File: src/rtl/alu_operation_sequencer.sv
// Sequences one 6502 ALU operation per request: input-register load, ALU settle
// window, optional BCD adjust, then a valid/ready result handshake.
module alu_operation_sequencer #(
  parameter int EXEC_CYCLES     = 1,
  parameter int DECIMAL_SUPPORT = 1
) (
  input  logic       clk,
  input  logic       reset_N,
  input  logic       req_VALID,
  output logic       req_READY,
  input  logic [2:0] req_OP,
  input  logic       req_A_ZERO,
  input  logic       req_CARRY_IN,
  input  logic       req_DECIMAL,
  output logic       aInput_systemBus_EN,
  output logic       aInput_zero_EN,
  output logic       bInput_dataBus_EN,
  output logic       bInput_invert_EN,
  output logic [2:0] alu_OP,
  output logic       alu_CARRY_IN,
  input  logic [7:0] alu_RESULT,
  input  logic       alu_CARRY_OUT,
  input  logic       alu_OVERFLOW,
  input  logic       alu_HALFCARRY,
  output logic [7:0] result_DATA,
  output logic       result_CARRY,
  output logic       result_OVERFLOW,
  output logic       result_ERROR,
  output logic       result_VALID,
  input  logic       result_READY
);

  typedef enum logic [2:0] {S_IDLE, S_LOAD, S_EXEC, S_ADJUST, S_DONE} state_t;

  localparam logic [2:0] OP_ADD   = 3'd0;
  localparam logic [2:0] OP_SUB   = 3'd5;
  localparam logic [3:0] LAST_CNT = 4'(EXEC_CYCLES - 1);

  state_t     r_state, w_state;
  logic [2:0] r_op, w_op;
  logic       r_cin, w_cin;
  logic       r_dec, w_dec;
  logic [3:0] r_cnt, w_cnt;
  logic       r_a_bus_en, w_a_bus_en;
  logic       r_a_zero_en, w_a_zero_en;
  logic       r_b_en, w_b_en;
  logic       r_b_inv_en, w_b_inv_en;
  logic [2:0] r_alu_op, w_alu_op;
  logic       r_alu_cin, w_alu_cin;
  logic [7:0] r_res, w_res;
  logic       r_c, w_c;
  logic       r_v, w_v;
  logic       r_h, w_h;
  logic       r_err, w_err;
  logic       r_valid, w_valid;
  logic [7:0] w_adj;
  logic       w_bcd;

  assign w_bcd = (DECIMAL_SUPPORT != 0) && r_dec && ((r_op == OP_ADD) || (r_op == OP_SUB));

  always_comb begin
    // NOTE: every w_ signal gets a default first so no path through the case can infer a latch.
    w_state     = r_state;
    w_op        = r_op;
    w_cin       = r_cin;
    w_dec       = r_dec;
    w_cnt       = r_cnt;
    w_a_bus_en  = 1'b0;
    w_a_zero_en = 1'b0;
    w_b_en      = 1'b0;
    w_b_inv_en  = 1'b0;
    w_alu_op    = 3'd0;
    w_alu_cin   = 1'b0;
    w_res       = r_res;
    w_c         = r_c;
    w_v         = r_v;
    w_h         = r_h;
    w_err       = r_err;
    w_valid     = 1'b0;
    w_adj       = 8'h00;
    case (r_state)
      S_IDLE: begin
        if (req_VALID) begin
          w_op  = req_OP;
          w_cin = req_CARRY_IN;
          w_dec = req_DECIMAL;
          if (req_OP > OP_SUB) begin
            w_state = S_DONE;
            w_res   = 8'h00;
            w_c     = 1'b0;
            w_v     = 1'b0;
            w_err   = 1'b1;
            w_valid = 1'b1;
          end else begin
            // Enables are registered here so the transparent input latches see clean pulses during LOAD.
            w_state     = S_LOAD;
            w_err       = 1'b0;
            w_a_bus_en  = !req_A_ZERO;
            w_a_zero_en = req_A_ZERO;
            w_b_en      = 1'b1;
            w_b_inv_en  = (req_OP == OP_SUB);
          end
        end
      end
      S_LOAD: begin
        w_state   = S_EXEC;
        w_cnt     = 4'd0;
        w_alu_op  = (r_op == OP_SUB) ? OP_ADD : r_op;
        w_alu_cin = r_cin;
      end
      S_EXEC: begin
        if (r_cnt == LAST_CNT) begin
          w_cnt   = 4'd0;
          w_res   = alu_RESULT;
          w_c     = alu_CARRY_OUT;
          w_v     = alu_OVERFLOW;
          w_h     = alu_HALFCARRY;
          w_state = w_bcd ? S_ADJUST : S_DONE;
          w_valid = !w_bcd;
        end else begin
          w_cnt     = r_cnt + 4'd1;
          w_alu_op  = r_alu_op;
          w_alu_cin = r_alu_cin;
        end
      end
      S_ADJUST: begin
        if (r_op == OP_ADD) begin
          if (r_h || (r_res[3:0] > 4'd9)) w_adj = w_adj | 8'h06;
          if (r_c || (r_res > 8'h99)) begin
            w_adj = w_adj | 8'h60;
            w_c   = 1'b1;
          end
          w_res = r_res + w_adj;
        end else begin
          // Subtraction borrows show up as a missing carry out of each nibble.
          if (!r_h) w_adj = w_adj | 8'h06;
          if (!r_c) w_adj = w_adj | 8'h60;
          w_res = r_res - w_adj;
        end
        w_state = S_DONE;
        w_valid = 1'b1;
      end
      S_DONE: begin
        if (result_READY) w_state = S_IDLE;
        else              w_valid = 1'b1;
      end
      default: w_state = S_IDLE;
    endcase
  end

  always_ff @(posedge clk or negedge reset_N) begin
    if (!reset_N) begin
      r_state     <= S_IDLE;
      r_op        <= 3'd0;
      r_cin       <= 1'b0;
      r_dec       <= 1'b0;
      r_cnt       <= 4'd0;
      r_a_bus_en  <= 1'b0;
      r_a_zero_en <= 1'b0;
      r_b_en      <= 1'b0;
      r_b_inv_en  <= 1'b0;
      r_alu_op    <= 3'd0;
      r_alu_cin   <= 1'b0;
      r_res       <= 8'h00;
      r_c         <= 1'b0;
      r_v         <= 1'b0;
      r_h         <= 1'b0;
      r_err       <= 1'b0;
      r_valid     <= 1'b0;
    end else begin
      // NOTE: non-blocking assignments so every register updates from pre-edge values.
      r_state     <= w_state;
      r_op        <= w_op;
      r_cin       <= w_cin;
      r_dec       <= w_dec;
      r_cnt       <= w_cnt;
      r_a_bus_en  <= w_a_bus_en;
      r_a_zero_en <= w_a_zero_en;
      r_b_en      <= w_b_en;
      r_b_inv_en  <= w_b_inv_en;
      r_alu_op    <= w_alu_op;
      r_alu_cin   <= w_alu_cin;
      r_res       <= w_res;
      r_c         <= w_c;
      r_v         <= w_v;
      r_h         <= w_h;
      r_err       <= w_err;
      r_valid     <= w_valid;
    end
  end

  assign req_READY           = (r_state == S_IDLE);
  assign aInput_systemBus_EN = r_a_bus_en;
  assign aInput_zero_EN      = r_a_zero_en;
  assign bInput_dataBus_EN   = r_b_en;
  assign bInput_invert_EN    = r_b_inv_en;
  assign alu_OP              = r_alu_op;
  assign alu_CARRY_IN        = r_alu_cin;
  assign result_DATA         = r_res;
  assign result_CARRY        = r_c;
  assign result_OVERFLOW     = r_v;
  assign result_ERROR        = r_err;
  assign result_VALID        = r_valid;

endmodule
File: config.mk
export PLATFORM = sky130hd
export DESIGN_NAME = alu_operation_sequencer
export DESIGN_NICKNAME = d
export VERILOG_FILES = /design/src/rtl/alu_operation_sequencer.sv
export SDC_FILE = /design/constraint.sdc
export NUM_CORES = 1
export LEC_CHECK = 0
export CORE_ASPECT_RATIO = 0.9
export CORE_MARGIN = 3
export CORE_UTILIZATION = 47
export CTS_BUF_LIST = sky130_fd_sc_hd__clkbuf_4
export CTS_CLUSTER_SIZE = 28
export DETAILED_ROUTE_END_ITERATION = 10
export PLACE_DENSITY = 0.78
export SLEW_MARGIN = 10
export SYNTH_ARGS = -nofsm -noshare
export SYNTH_HDL_FRONTEND = slang
export SYNTH_SLANG_ARGS = --single-unit
File: constraint.sdc
create_clock -name clk -period 2.6 [get_ports clk]
set_input_delay 0.39 -clock clk [delete_from_list [all_inputs] [get_ports clk]]
set_output_delay 0.39 -clock clk [all_outputs]
set_load 0.05 [all_outputs]
* After elaboration in Yosys (flattened, before gate mapping)
Cells that the tools add are included.
** Word-level totals
- Flip-flop bits (word level) :: 33
- Bits in latches :: 0
- RAM bits :: 0
- Bits in read-only memories :: 0
- Logic and storage cells :: 104
- Memories kept :: 0
** Operators by class
- $add $sub $neg :: 3
- Multiply operators :: 0
- Div/mod/pow operators :: 0
- $lt $le $gt $ge :: 3
- Equality and inequality tests :: 12
- Shifts and indexed selects :: 0
- Muxes and demuxes :: 51
- Bitwise logic cells :: 0
- Reduce and logical (&&, ||, !) cells :: 18
** Operators with widths (number)
- 8-bit 2-to-1 mux :: 8
- 3-bit 2-to-1 mux :: 9
- 8-bit case mux with 3 select lines :: 1
- 1-bit 2-to-1 mux :: 23
- 3-bit case mux with 5 select lines :: 1
- 7-bit 2-to-1 mux :: 2
- 2-bit inequality test (second input constant) :: 5
- 3-bit == test (second input constant) :: 3
- 8-bit adder :: 1
- 8-bit > comparator (second input constant) :: 1
- 4-bit case mux with 2 select lines :: 1
- 4-bit AND reduction :: 2
- 8-bit subtractor :: 1
- 3-bit by 2-bit == test with 1-bit output (second input constant) :: 2
- 3-bit logical NOT :: 2
- 3-bit case mux with 2 select lines :: 1
- 6-bit AND reduction :: 1
- 4-bit by 1-bit adder with 4-bit output (second input constant) :: 1
- 4-bit > comparator (second input constant) :: 1
- 4-bit logical NOT :: 1
- 4-bit 2-to-1 mux :: 1
- 1-bit case mux with 2 select lines :: 2
- 1-bit case mux with 4 select lines :: 1
- 2-bit AND reduction :: 2
- other kinds (10) :: 14

* Depth between registers and ports, before layout
- Depth after elaboration :: 9
- Mapped depth :: 10

* Worst setup path after synthesis
OpenSTA, ideal clock, no wires.
- Path kind :: flip-flop to flip-flop
- From :: register r_res[2] (netlist: result_DATA[2])
- To :: register r_res[7] (netlist: result_DATA[7])
- Setup time :: 0.073 ns
- Arrival :: 2.874 ns
- Slack :: -0.347 ns
- Cell stages (with the launch flop) :: 11
- Path buffers :: 0
- Clock period less this slack :: 2.947 ns
- Cells stage by stage :: dfrtp_1 -> o21a_1 -> o21a_1 -> or2_2 -> ha_1 -> fa_1 -> a211oi_1 -> o21bai_1 -> a2111oi_4 -> a211oi_2 -> a21oi_2
** On the way
- Word-level cells in the longest chain between the ends :: 9
- Elaborated cells on any way between the ends :: 12
- Those cells by class :: 2 x add/sub; 2 x order compare; 6 x mux; 2 x reduce/logical
** RTL lines
- start, declared :: line 50 : logic [7:0] r_res, w_res;
- start signal, assigned :: line 183 : r_res <= w_res;
- 4-bit > comparator :: line 128 : if (r_h || (r_res[3:0] > 4'd9)) w_adj = w_adj | 8'h06;
- 1-bit logical OR :: line 128
- 3-bit 2-to-1 mux :: line 128
- 7-bit 2-to-1 mux :: line 129 : if (r_c || (r_res > 8'h99)) begin
- 8-bit 2-to-1 mux :: line 127 : if (r_op == OP_ADD) begin
- 8-bit 2-to-1 mux :: line 81 : case (r_state)
- 8-bit adder :: line 133 : w_res = r_res + w_adj;
- 8-bit 2-to-1 mux (*) :: line 127
- 8-bit case mux with 3 select lines (*) :: line 81
Mark *: on every way between the ends. The rest lies on a longest branch, timed or not. The select of a mux whose other input is x is not followed.
A chain may end at the register's enable or synchronous reset.

* Final worst setup path
- From :: register r_res[1] (netlist: result_DATA[1])
- To :: register r_res[7] (netlist: result_DATA[7])
The elaborated chain is that of the path after synthesis.

==> metrics list <==
- Status: complete, no violations
- Entering global routing, the biggest net connects 34 pins.
* Final standard cell area without fillers: 2500 sq um
- Total via count in the routed design: roughly 1600
* Number of setup violations in the final report: 0
* Maximum fanout encountered on the critical timing path: 3
* Number of instances in the synthesized netlist: 177
- Dividing the final minimum period by the clock period gives 0.966.
* Data arrival time at the worst-slack endpoint: about 2.7 ns
* Die area: 4790 sq um
* EDFF count, synth: 0
- Net load switching power: 1.62 mW
- Weighted congestion at the end of routability-driven global placement: roughly 0.87
* Sw frac: 0.482
- Share of post-route cells with drive strength above 1: 0.197
* Wire length after detailed routing: between 4 and 5 mm
* Worst-margin pin slew: a little over 0.7 ns
* Antenna diode count: 0
* Post-synthesis instance area: 1880 sq um
* Number of nets in the final layout: approximately 270
- Time the worst path needs with I/O delays and setup: between 2 and 3 ns
* First-pass GRT wire length: slightly below 8 mm
* Cell types occupying the most area after synthesis: dfrtp_1, ha_1, mux2_2
- Number of buffers inserted by hold repair at cts: 0
* Worst skew pair latency: 0.33 ns
- Highest Clock Rate: ~400 MHz
* Final antenna-violating net count: 0
- First DRT Iteration DRCs: a little under 70
- STA puts the critical path data required time at 2.83 ns.
* Part of the total power dissipated in sequential elements: 0.253
- Worst setup path startpoint: result_DATA[1]$_DFFE_PN0P_
- After clock tree synthesis, the clock-pin slew on the worst setup and hold paths is between 0.1 and 0.15 ns.
- The total count of hold-check failures in the final report came to 0.
* DRC violations left: 0
- Unique masters post-synth: 46
* HPWL Detailed: between 3 and 4 mm
- Post-synth net total: ~210
* Max Clock Skew: about 0.012 ns
* Count of max-cap constraint violations: 0
- Power spread over the standard cell area amounts to around 1300 nW/um^2.
- After synthesis, the share of flip-flops with an asynchronous set or reset is 1.00.
- Nature of the critical path endpoint: register
* Rel. slew slack: 0.518
- For this run, global-route usage on met2 was measured as 0.331.
* Sum of overflow across all layers after global routing: 0
* Core Box Area: ~3800 sq um
* Most frequently used cell type in the post-synthesis netlist: dfrtp_1
* Placed standard-cell area: roughly 2400 sq um
* Number of pins exceeding their max-slew limit in the final report: 0
* Met1 GRT Util: 0.286
- In this run, CTS created clock tree buffers numbering 5.
- No sink is reached through more buffers than the 2 on the longest clock path.
- Of the total power, the clock network draws 0.086.
- The clock net in this run drives a total of 33 sinks.
* DR pass1 iterations: 4
- Total routing usage reported by global routing: 0.212
- IR analysis of the VDD net gives a maximum drop of between 0.0006 and 0.0007 V.
- Total design power: roughly 3.4 mW
- The floorplan step set the die width to between 70 and 80 um.
* Average cell area after synthesis: ~11 sq um
- Yosys reg bits: 33
- TritonCTS built the clock tree.
* Share of the synthesized area in the top cell type: 0.440
* Routed wire length per instance: between 15 and 20 um
- The worst register-to-register path begins at result_DATA[1]$_DFFE_PN0P_.
* Cell internal pwr: between 1.5 and 2 mW
* H-tree levels: 2
- Worst Hold Slack: between 0.4 and 0.5 ns
- Floorplan row count: 21
- Die Height: about 66 um
* Vias in the first global route: 1627
- Most Crowded Layer GR: met2
- Of the total power, combinational logic draws 0.661.
- Of the synthesized area, sequential elements account for 0.440.
* Critical path launch point type: register
- Commonest register cell after synthesis: dfrtp_1
- Post-synth top area cell: dfrtp_1
* Met3 track demand over resource in global routing: 0.0517
- By startpoint and endpoint, the worst setup path is classified as reg -> reg.
- Yosys warns: 0
* Clock tree root buffer cell: clkbuf_4
* Reported leakage power: roughly 1.1 nW
- In this run the count of I/O pins placed on the die edge is 42.
- The number of antenna violations at the first check in global routing was 0.
* Synth-to-layout area growth: 33.4%
- The worst hold path belongs to the class in -> async.
- Port buffering added between 40 and 50 buffers.
- Ranking of synthesized cells by instance count: dfrtp_1, nor2_1, o21ai_0
- Starting density of the core: 0.496
- Dividing the detail-routed via count by the number of cells gives roughly 5.7.
## cell usage in the layout (no fill, tap or decap), drive strengths merged, types with 2 or more instances in the layout
cell           Yosys  routed
mux2               8       8
or2                2       2
nor2              13      13
and2               2       2
a21oi              9       9
mux2i              4       4
nor3b              2       2
ha                10      10
nand2             10      10
a21o               4       4
a22o               6       6
inv                7       7
o21a               2       2
dfrtp             33      33
a32o               2       2
a22oi              3       3
a211oi             4       4
xnor2              4       4
o21ai             11      11
o21bai             3       3
buf                4      13
clkinv             0       2
nor3               9       9
clkbuf             1       6
nor2b              2       2
and3               3       3
clkdlybuf4s50      0      41
nand2b             5       5
## cell type report
| class | count | area (sq um) |
|---|---|---|
| clock buffer | 6 | 45.0 |
| clock inverter | 2 | 10.0 |
| inverter | 7 | 26.3 |
| fill | 303 | 1280 |
| timing repair buffer | 54 | 508 |
| sequential | 33 | 830 |
| multi-input combinational | 132 | 1030 |
| tap | 46 | 57.6 |
## power groups by stage
stage / registers (mW) / logic [mW] / clock network, mW
floorplan: 1.25 / 1.12 / 0
global placement: 0.855 / 2.12 / 0
detailed placement: 0.865 / 2.17 / 0
CTS: 0.854 / 2.18 / 0.294
global route: 0.880 / 2.42 / 0.320
finish: 0.853 / 2.23 / 0.288
## final timing paths
| kind | to | slack (ns) | cells past startpoint |
|---|---|---|---|
| setup / recovery | result_DATA[7]$_DFFE_PN0P_ | 0.09 | 10 |
| hold reg to reg | result_ERROR$_DFFE_PN0P_ | 0.49 | 1 |
| max in group asynchronous | result_DATA[3]$_DFFE_PN0P_ | 1.80 | 2 |
| min in group clk | result_ERROR$_DFFE_PN0P_ | 0.49 | 1 |
| hold / removal | result_DATA[4]$_DFFE_PN0P_ | 0.45 | 2 |
| setup reg to reg | result_DATA[7]$_DFFE_PN0P_ | 0.09 | 10 |
## cell families after synthesis
kind of cell	count (synthesis)	synth area share
buffers and inverters	12	0.0293
XOR/XNOR	5	0.0233
adder cells (fa/ha/maj)	11	0.0773
multiplexers	12	0.0693
AND/OR/NAND/NOR	52	0.152
AO/OA/AOI/OAI	52	0.209
flip-flops	33	0.440
## stage by stage
step | TNS (ns) | setup WS (ns) | util | instances
2_1_floorplan | -0.0572 | -0.0572 | - | 177
3_3_place_gp | 0 | 0.108 | 0.643 | 270
3_5_place_dp | 0 | 0.0436 | 0.643 | 270
4_1_cts | 0 | 0.0271 | 0.658 | 278
5_1_grt | -0.00737 | -0.00737 | 0.662 | 280
6_report | 0 | 0.0889 | 0.662 | 280
## per-layer routing
layer,wire [um],share of wire,up-vias
met5,0,0,-
met1,2190,0.47,784
met2,2180,0.47,34
li1,-,-,765
met4,106,0.023,0
met3,175,0.038,12
## sequential cells by signal (all words and copies together) (netlist names), 3 cells and up
name	flops
alu_OP	3
r_state	3
r_op	3
result_DATA	8
r_cnt	4
## worst max-delay path: stages (launching register included)
cell      delay (ns)
dfrtp_2         0.41
o21a_1          0.20
o21a_1          0.21
or2_4           0.24
ha_4            0.17
fa_2            0.37
a211oi_2        0.22
o21bai_2        0.11
a21o_1          0.17
a211oi_2        0.23
a21oi_2         0.07
## repair_timing
action,4_1_cts,5_1_grt
setup buffers,0,2
setup endpoints to repair,0,2
gates resized for setup,0,2
Power figures use the tool's default switching activity.
